===== config.mk =====
export PLATFORM = sky130hd
export DESIGN_NAME = csr_wb_arbiter_flat
export DESIGN_NICKNAME = d
export VERILOG_FILES = /design/src/rtl/csr_wb_arbiter_if.sv /design/src/rtl/csr_wb_arbiter.sv /design/src/flat_wrapper.sv
export SDC_FILE = /design/constraint.sdc
export NUM_CORES = 1
export LEC_CHECK = 0
export ABC_AREA = 1
export CORE_UTILIZATION = 40
export CTS_CLUSTER_DIAMETER = 50
export DETAILED_ROUTE_END_ITERATION = 10
export HOLD_SLACK_MARGIN = 0.08
export MAX_ROUTING_LAYER = met4
export SLEW_MARGIN = 20
export SYNTH_ARGS = -nofsm -noshare
export SYNTH_HDL_FRONTEND = slang
export SYNTH_SLANG_ARGS = --single-unit

===== constraint.sdc =====
create_clock -name iw_clk -period 9.6 [get_ports iw_clk]
set_clock_uncertainty 0.15 [all_clocks]
set_input_delay 1.44 -clock iw_clk [delete_from_list [all_inputs] [get_ports iw_clk]]
set_output_delay 1.44 -clock iw_clk [all_outputs]
set_load 0.01 [all_outputs]

===== src/rtl/csr_wb_arbiter_if.sv =====
// Write-port bundle around csr_wb_arbiter: core and math write inputs,
// merged CSR-file write output and FIFO status.
interface csr_wb_arbiter_if #(
    parameter int DEPTH  = 8,
    parameter int ADDR_W = 8,
    parameter int DATA_W = 24
);
    logic                     iw_core_wen;
    logic [ADDR_W-1:0]        iw_core_waddr;
    logic [DATA_W-1:0]        iw_core_wdata;
    logic                     iw_math_wen;
    logic [ADDR_W-1:0]        iw_math_waddr;
    logic [DATA_W-1:0]        iw_math_wdata;
    logic                     iw_ovf_clr;
    logic                     ow_csr_wen;
    logic [ADDR_W-1:0]        ow_csr_waddr;
    logic [DATA_W-1:0]        ow_csr_wdata;
    logic                     ow_math_pending;
    logic [$clog2(DEPTH):0]   ow_fifo_level;
    logic                     ow_ovf;

    // Side that drives writes in and observes the merged port.
    modport master (
        output iw_core_wen, iw_core_waddr, iw_core_wdata,
        output iw_math_wen, iw_math_waddr, iw_math_wdata, iw_ovf_clr,
        input  ow_csr_wen, ow_csr_waddr, ow_csr_wdata,
        input  ow_math_pending, ow_fifo_level, ow_ovf
    );

    // The arbiter itself.
    modport slave (
        input  iw_core_wen, iw_core_waddr, iw_core_wdata,
        input  iw_math_wen, iw_math_waddr, iw_math_wdata, iw_ovf_clr,
        output ow_csr_wen, ow_csr_waddr, ow_csr_wdata,
        output ow_math_pending, ow_fifo_level, ow_ovf
    );
endinterface


===== src/rtl/csr_wb_arbiter.sv =====
// csr_wb_arbiter: merges the core CSR write port with the math24_async
// write-back port onto one registered CSR-file write port. Core writes
// always win; math writes queue in an ordered FIFO and drain when the core
// is idle, bypassing the FIFO when it is empty.
module csr_wb_arbiter #(
    parameter int DEPTH  = 8,
    parameter int ADDR_W = 8,
    parameter int DATA_W = 24
) (
    input  logic             iw_clk,
    input  logic             iw_rst,
    csr_wb_arbiter_if.slave  bus
);
    localparam int PTR_W = $clog2(DEPTH);
    localparam int LVL_W = PTR_W + 1;

    typedef struct packed {
        logic [ADDR_W-1:0] addr;
        logic [DATA_W-1:0] data;
    } wr_t;

    wr_t              mem [DEPTH];
    logic [PTR_W-1:0] rd_ptr;
    logic [PTR_W-1:0] wr_ptr;
    logic [LVL_W-1:0] level;

    logic             empty;
    logic             full;
    logic             do_core;
    logic             do_pop;
    logic             do_bypass;
    logic             do_push;
    logic             drop;

    // Per-cycle source selection and FIFO push/pop/drop decisions.
    always_comb begin
        empty     = (level == '0);
        full      = (level == LVL_W'(DEPTH));
        do_core   = bus.iw_core_wen;
        do_pop    = !bus.iw_core_wen && !empty;
        do_bypass = !bus.iw_core_wen && empty && bus.iw_math_wen;
        // A popping cycle frees a slot, so a full FIFO still accepts the push.
        do_push   = bus.iw_math_wen && !do_bypass && (!full || do_pop);
        drop      = bus.iw_math_wen && full && !do_pop;
    end

    // FIFO storage; stale contents are harmless since level gates every read.
    always_ff @(posedge iw_clk) begin
        if (!iw_rst && do_push)
            mem[wr_ptr] <= '{addr: bus.iw_math_waddr, data: bus.iw_math_wdata};
    end

    // FIFO pointers (wrap modulo DEPTH) and explicit occupancy counter.
    always_ff @(posedge iw_clk) begin
        if (iw_rst) begin
            rd_ptr <= '0;
            wr_ptr <= '0;
            level  <= '0;
        end else begin
            if (do_push) wr_ptr <= wr_ptr + PTR_W'(1);
            if (do_pop)  rd_ptr <= rd_ptr + PTR_W'(1);
            case ({do_push, do_pop})
                2'b10:   level <= level + LVL_W'(1);
                2'b01:   level <= level - LVL_W'(1);
                default: level <= level;
            endcase
        end
    end

    // Output register: core, then FIFO head, then bypass; addr/data hold when idle.
    always_ff @(posedge iw_clk) begin
        if (iw_rst) begin
            bus.ow_csr_wen   <= 1'b0;
            bus.ow_csr_waddr <= '0;
            bus.ow_csr_wdata <= '0;
        end else if (do_core) begin
            bus.ow_csr_wen   <= 1'b1;
            bus.ow_csr_waddr <= bus.iw_core_waddr;
            bus.ow_csr_wdata <= bus.iw_core_wdata;
        end else if (do_pop) begin
            bus.ow_csr_wen   <= 1'b1;
            bus.ow_csr_waddr <= mem[rd_ptr].addr;
            bus.ow_csr_wdata <= mem[rd_ptr].data;
        end else if (do_bypass) begin
            bus.ow_csr_wen   <= 1'b1;
            bus.ow_csr_waddr <= bus.iw_math_waddr;
            bus.ow_csr_wdata <= bus.iw_math_wdata;
        end else begin
            bus.ow_csr_wen   <= 1'b0;
        end
    end

    // Sticky overflow flag; a drop in the same cycle as a clear keeps it set.
    always_ff @(posedge iw_clk) begin
        if (iw_rst)              bus.ow_ovf <= 1'b0;
        else if (drop)           bus.ow_ovf <= 1'b1;
        else if (bus.iw_ovf_clr) bus.ow_ovf <= 1'b0;
    end

    assign bus.ow_fifo_level   = level;
    assign bus.ow_math_pending = (level != '0);
endmodule

===== src/flat_wrapper.sv =====
// flat-port wrapper written by rule: the top's interface ports become plain ports
module csr_wb_arbiter_flat 
#(
    parameter int DEPTH  = 8,
    parameter int ADDR_W = 8,
    parameter int DATA_W = 24
)
  (iw_clk, iw_rst, bus_iw_core_wen, bus_iw_core_waddr, bus_iw_core_wdata, bus_iw_math_wen, bus_iw_math_waddr, bus_iw_math_wdata, bus_iw_ovf_clr, bus_ow_csr_wen, bus_ow_csr_waddr, bus_ow_csr_wdata, bus_ow_math_pending, bus_ow_fifo_level, bus_ow_ovf);
  csr_wb_arbiter_if #(.DEPTH(DEPTH), .ADDR_W(ADDR_W), .DATA_W(DATA_W)) bus_i ();
  input  logic iw_clk;
  input  logic iw_rst;
  input wire logic [$bits(bus_i.iw_core_wen)-1:0] bus_iw_core_wen;
  input wire logic [$bits(bus_i.iw_core_waddr)-1:0] bus_iw_core_waddr;
  input wire logic [$bits(bus_i.iw_core_wdata)-1:0] bus_iw_core_wdata;
  input wire logic [$bits(bus_i.iw_math_wen)-1:0] bus_iw_math_wen;
  input wire logic [$bits(bus_i.iw_math_waddr)-1:0] bus_iw_math_waddr;
  input wire logic [$bits(bus_i.iw_math_wdata)-1:0] bus_iw_math_wdata;
  input wire logic [$bits(bus_i.iw_ovf_clr)-1:0] bus_iw_ovf_clr;
  output wire logic [$bits(bus_i.ow_csr_wen)-1:0] bus_ow_csr_wen;
  output wire logic [$bits(bus_i.ow_csr_waddr)-1:0] bus_ow_csr_waddr;
  output wire logic [$bits(bus_i.ow_csr_wdata)-1:0] bus_ow_csr_wdata;
  output wire logic [$bits(bus_i.ow_math_pending)-1:0] bus_ow_math_pending;
  output wire logic [$bits(bus_i.ow_fifo_level)-1:0] bus_ow_fifo_level;
  output wire logic [$bits(bus_i.ow_ovf)-1:0] bus_ow_ovf;
  assign bus_i.iw_core_wen = bus_iw_core_wen;
  assign bus_i.iw_core_waddr = bus_iw_core_waddr;
  assign bus_i.iw_core_wdata = bus_iw_core_wdata;
  assign bus_i.iw_math_wen = bus_iw_math_wen;
  assign bus_i.iw_math_waddr = bus_iw_math_waddr;
  assign bus_i.iw_math_wdata = bus_iw_math_wdata;
  assign bus_i.iw_ovf_clr = bus_iw_ovf_clr;
  assign bus_ow_csr_wen = bus_i.ow_csr_wen;
  assign bus_ow_csr_waddr = bus_i.ow_csr_waddr;
  assign bus_ow_csr_wdata = bus_i.ow_csr_wdata;
  assign bus_ow_math_pending = bus_i.ow_math_pending;
  assign bus_ow_fifo_level = bus_i.ow_fifo_level;
  assign bus_ow_ovf = bus_i.ow_ovf;
  csr_wb_arbiter #(.DEPTH(DEPTH), .ADDR_W(ADDR_W), .DATA_W(DATA_W)) u_core (.iw_clk(iw_clk), .iw_rst(iw_rst), .bus(bus_i));
endmodule

Word-level counts from Yosys, hierarchy flattened

Memories as Yosys holds them, arrays and structs flattened. A register that Yosys moved wholly into a read port is not among the register bits.
Index checks and enable logic that the tools add are counted.

Flip-flop bits (word level): 44
Memory bits (writable): 256
Output and inout port bits: 39
Memories: 1

$add $sub $neg: 4
Equality and inequality tests: 3
Muxes and demuxes: 16
Reduce and logical (&&, ||, !) cells: 20

Memory list:

| name       | depth | bits a word | rd ports | clocked after Yosys merged registers in | wr ports | line                 | text |
|---|---|---|---|---|---|---|---|
| u_core.mem | 8     | 32          | 1        | 1                                       | 1        | csr_wb_arbiter.sv:22 | `wr_t mem [DEPTH];` |

Operators with widths:

| kind                                                                | count |
|---|---|
| 24-bit 2-to-1 mux                                                   | 3 |
| 8-bit 2-to-1 mux                                                    | 3 |
| 1-bit logical AND                                                   | 8 |
| 4-bit case mux with 2 select lines                                  | 1 |
| 1-bit 2-to-1 mux                                                    | 7 |
| 3-bit by 1-bit adder with 3-bit output (second input constant)      | 2 |
| 1-bit logical NOT                                                   | 6 |
| 3-bit 2-to-1 mux                                                    | 2 |
| 4-bit by 1-bit adder with 4-bit output (second input constant)      | 1 |
| 4-bit == test (second input constant)                               | 1 |
| 4-bit logical NOT                                                   | 1 |
| 2-bit nonzero test                                                  | 2 |
| 4-bit nonzero test                                                  | 1 |
| 4-bit by 1-bit subtractor with 4-bit output (second input constant) | 1 |
| 3-bit nonzero test                                                  | 1 |
| 2-bit by 1-bit == test with 1-bit output (second input constant)    | 1 |
| 2-bit == test (second input constant)                               | 1 |
| 1-bit logical OR                                                    | 1 |

Longest topological paths before layout

Depth in word-level cells: 9
Mapped depth: 12
Gate-level depth less buffers: 11

Least setup slack after synthesis

Ideal clock, no wire load.

Kind: input port to flip-flop
Start point: input bus_iw_core_wen
End point: memory u_core.mem[6][0] (netlist name) (enable)
Library setup time: 0.461 ns
Arrival: 4.343 ns
Data required time: 8.989 ns
Setup slack: 4.646 ns
Stages on the path: 8
Cell sequence: buf_4 > nand2_1 > inv_1 > nand3_1 > nand2_1 > nor2_4 > nand2_1 > nor3_1

Longest elaborated chain between the ends: 9
Elaborated cells on any way between the ends: 11
Classes of those cells: mux (2); reduce/logical (9)

Ends and longest elaborated chain:

| item                                     | line                                       | text |
|---|---|---|
| from (decl)                              | flat_wrapper.sv:12                         | `input wire logic [$bits(bus_i.iw_core_wen)-1:0] bus_iw_core_wen;` |
| 1-bit logical NOT *                      | csr_wb_arbiter.sv:40, csr_wb_arbiter.sv:41 |  |
| 1-bit logical AND (2 in series)          | csr_wb_arbiter.sv:41                       | `do_bypass = !bus.iw_core_wen && empty && bus.iw_math_wen;` |
| 1-bit logical NOT                        | csr_wb_arbiter.sv:43                       | `do_push = bus.iw_math_wen && !do_bypass && (!full \|\| do_pop);` |
| 1-bit logical AND                        | csr_wb_arbiter.sv:43                       |  |
| 1-bit logical AND *                      | csr_wb_arbiter.sv:43                       |  |
| 1-bit logical AND *                      | csr_wb_arbiter.sv:49                       | `if (!iw_rst && do_push)` |
| 1-bit 2-to-1 mux *                       | csr_wb_arbiter.sv:49                       |  |
| 1-bit 2-to-1 mux (implied by the code) * | csr_wb_arbiter.sv:50                       | `mem[wr_ptr] <= '{addr: bus.iw_math_waddr, data: bus.iw_math_wdata};` |
| to (decl)                                | csr_wb_arbiter.sv:22                       |  |

Mark *: on every way between the ends. The rest lies on a longest branch, timed or not.

Worst setup path after layout

Start point: input bus_iw_core_wen
End point: memory u_core.mem[0][16] (netlist name) (enable)

Same word-level chain as after synthesis.

==> impl_metrics.env <==
export IMPL_post_route_util_pct=49.03
export IMPL_holdCritPathClass="register to register"
export IMPL_fin_crit_sh_pct=42.70
export IMPL_crit_slowest_cell="nor3_2"
export IMPL_place_inst=1749
export IMPL_slowest_delay_ps=740
export IMPL_power_density_nw_per_um2=212.5
export IMPL_synth_area_leaders="edfxtp_1 59%, nand2_1 7.8%, dfxtp_1 7.3%"
export IMPL_pre_cts_slack_ps=4934
export IMPL_synth_common_cells="267 x nand2_1, 256 x edfxtp_1, 170 x nand3_1"
export IMPL_grt_first_pass_wirelength_um=48240
export IMPL_initial_core_util_pct=40.76
export IMPL_ioPinCount=108
export IMPL_wl_per_cell_um=16.79
export IMPL_hold_depth=2
export IMPL_drive_gt1_share_pct=6.303
export IMPL_path_class="input port to register"
export IMPL_drt_wl_total_um=30460
export IMPL_cts_tree="built"
export IMPL_vias_per_cell=4.954
export IMPL_synth_most_common_cell="nand2_1"
export IMPL_antenna_found_initial=0
export IMPL_fin_crit_ps=4099
export IMPL_worstHoldStart="u_core.bus.ow_ovf"
export IMPL_cp_common_cell="nand2_1"
export IMPL_synth_top_area_cell="edfxtp_1"
export IMPL_synth_ff_type="edfxtp_1"
export IMPL_cts_sinks=303
export IMPL_drt_iter0_drc=689
export IMPL_stdcell_count=1814
export IMPL_fp_dieW_um=181.8
export IMPL_ir_drop_mv=0.1154
export IMPL_max_cap_violations=0
export IMPL_clk_pin_slew_ps=60
export IMPL_port_buffers=107
export IMPL_tns_ps=0
export IMPL_worstPathArrival_ps=4120
export IMPL_r2r_start="u_core.bus.ow_fifo_level[1]"
export IMPL_fillCellCount=2839
export IMPL_syn_num_nets=1367
export IMPL_syn_avg_cell_area_sq_um=9.999
export IMPL_synth_area_sq_um=12930
export IMPL_synth_top_area_share_pct=59.46
export IMPL_via_count=8987
export IMPL_track_usage_pct=19.41
export IMPL_ant_nets=0
export IMPL_synth_seq_cells=303
export IMPL_hold_viol=0
export IMPL_clockBufferDepth=3
export IMPL_slew_violations=0
export IMPL_critPathRequiredTime_ps=9620
export IMPL_syn_to_final_growth_pct=20.28
export IMPL_cts_buffers=35
export IMPL_rsz0062_at_grt="no"
export IMPL_ys_warn_count=0
export IMPL_fin_nets=1461
export IMPL_max_freq_mhz=243.9
export IMPL_post_cts_setup_buffers=0
export IMPL_cp_max_fo=28
export IMPL_synthArstFlopShare_pct=0
export IMPL_synth_edf_count=256
export IMPL_row_count=65
export IMPL_syn_inst=1293
export IMPL_crit_chain="clkdlybuf4s50_1 -> buf_4 -> nand2_1 -> inv_1 -> nand3_1 -> nand2_1 -> nor2_4 -> nand2_1 -> nor3_2 -> buf_4"
export IMPL_h_tree_depth=2
export IMPL_cts_root_buf="clkbuf_16"
export IMPL_grt_max_degree=98
export IMPL_grt_overflow=0
export IMPL_tightest_slew_ps=1116
export IMPL_start_kind="input port"
export IMPL_grt_pass1_vias=8801
export IMPL_diodes=0
export IMPL_status="finished, final reports clean"
export IMPL_ys_seq_area_share_pct=66.74
export IMPL_rr_worst_depth=7
export IMPL_p_leak_nw=6.161
export IMPL_finalSetupViolCount=0
export IMPL_place_gp_congestion=0.7562
export IMPL_die_h_um=181.8
export IMPL_dr_pass1_iters=5
export IMPL_dp_hpwl_um=16950
export IMPL_hold_buffers=0
export IMPL_startpoint="bus_iw_core_wen"
export IMPL_fin_ws_ps=5501
export IMPL_drc_errors=0
export IMPL_worstSkewPairLatency_ps=510
export IMPL_whs_ps=323.2
export IMPL_coreArea_sq_um=31720
export IMPL_end_kind="register"
export IMPL_synth_distinct_cells=28
export IMPL_max_slew_margin_pct=25.63
export IMPL_dieArea_sq_um=33040
export IMPL_cts_repair_resized=0
[flip-flops by register name, indices dropped and copies added, names as in the netlist, named ones only]
register,count
u_core.mem,256
u_core.bus.ow_csr_wdata,24
u_core.bus.ow_csr_waddr,8
u_core.bus.ow_fifo_level,4
u_core.rd_ptr,3
u_core.wr_ptr,3
u_core.bus.ow_csr_wen,1
u_core.bus.ow_ovf,1
[logic make-up after synthesis]
family	Yosys count	synth area share, %
fa+ha+maj	5	0.5420
xor+xnor	1	0.06776
compound gates	134	5.187
buf+inv	233	7.423
flops	303	66.74
simple gates	617	20.04
[cell type report]
class | instances | area, sq um | area share [%]
Clock buffer | 49 | 980.9 | 6.308
Clock inverter | 13 | 161.4 | 1.038
Inverter | 165 | 623.1 | 4.007
Tap cell | 402 | 503.0 | 3.234
Multi-Input combinational cell | 757 | 3391 | 21.80
Timing Repair Buffer | 125 | 1259 | 8.094
Sequential cell | 303 | 8633 | 55.52
[per-layer routing]
metal / up-vias / share of wire [%] / track usage, %
li1: 4465 / - / -
met2: 229 / 47 / 31.92
met5: - / 0 / -
met4: 0 / 1.6 / 4.949
met3: 38 / 4.9 / 2.688
met1: 4255 / 46 / 25.33
[worst paths after layout]
kind                             to  slack, ps
setup / recovery  u_core.mem[0][16]       5500
hold / removal    u_core.bus.ow_ovf        320
setup reg to reg  u_core.mem[0][16]       6700
hold reg to reg   u_core.bus.ow_ovf        320
[placed cells by master, fill, tap and decap left out, types with 3 or more instances in the layout]
cell type        synthesis  routed
nand2_1                267     267
edfxtp_1               256     256
nand3_1                170     170
nor2_1                 166     162
inv_1                  160     160
clkdlybuf4s50_1          0     107
a21oi_1                 65      65
o21ai_0                 49      49
dfxtp_1                 47      45
clkbuf_16                0      37
o21ai_1                 20      20
buf_4                    5      15
clkbuf_1                22      11
nor2_4                   3       7
nor3_2                   0       4
clkinv_2                 0       4
ha_1                     4       4
inv_6                    0       3
bufinv_16                0       3
[stage by stage]
step | power (W) | instance area (sq um)
2_1_floorplan | 0.001826 | 12930
5_1_grt | 0.003442 | 15550
3_3_place_gp | 0.002007 | 14330
4_1_cts | 0.003332 | 15480
6_report | 0.003305 | 15550
3_5_place_dp | 0.002014 | 14330
[worst max-delay path: cells and delay by family]
kind                   cells  cell delay, ps
buffers and inverters      4            1190
AND/OR/NAND/NOR            6            1460
[power breakdown]
| group | internal, W | switching [W] |
|---|---|---|
| logic | 0.000173 | 0.000306 |
| registers | 0.00147 | 0.0000300 |
| clock network | 0.000801 | 0.000521 |
| total | 0.00245 | 0.000857 |
No activity file was read; power rests on OpenSTA's default activity.
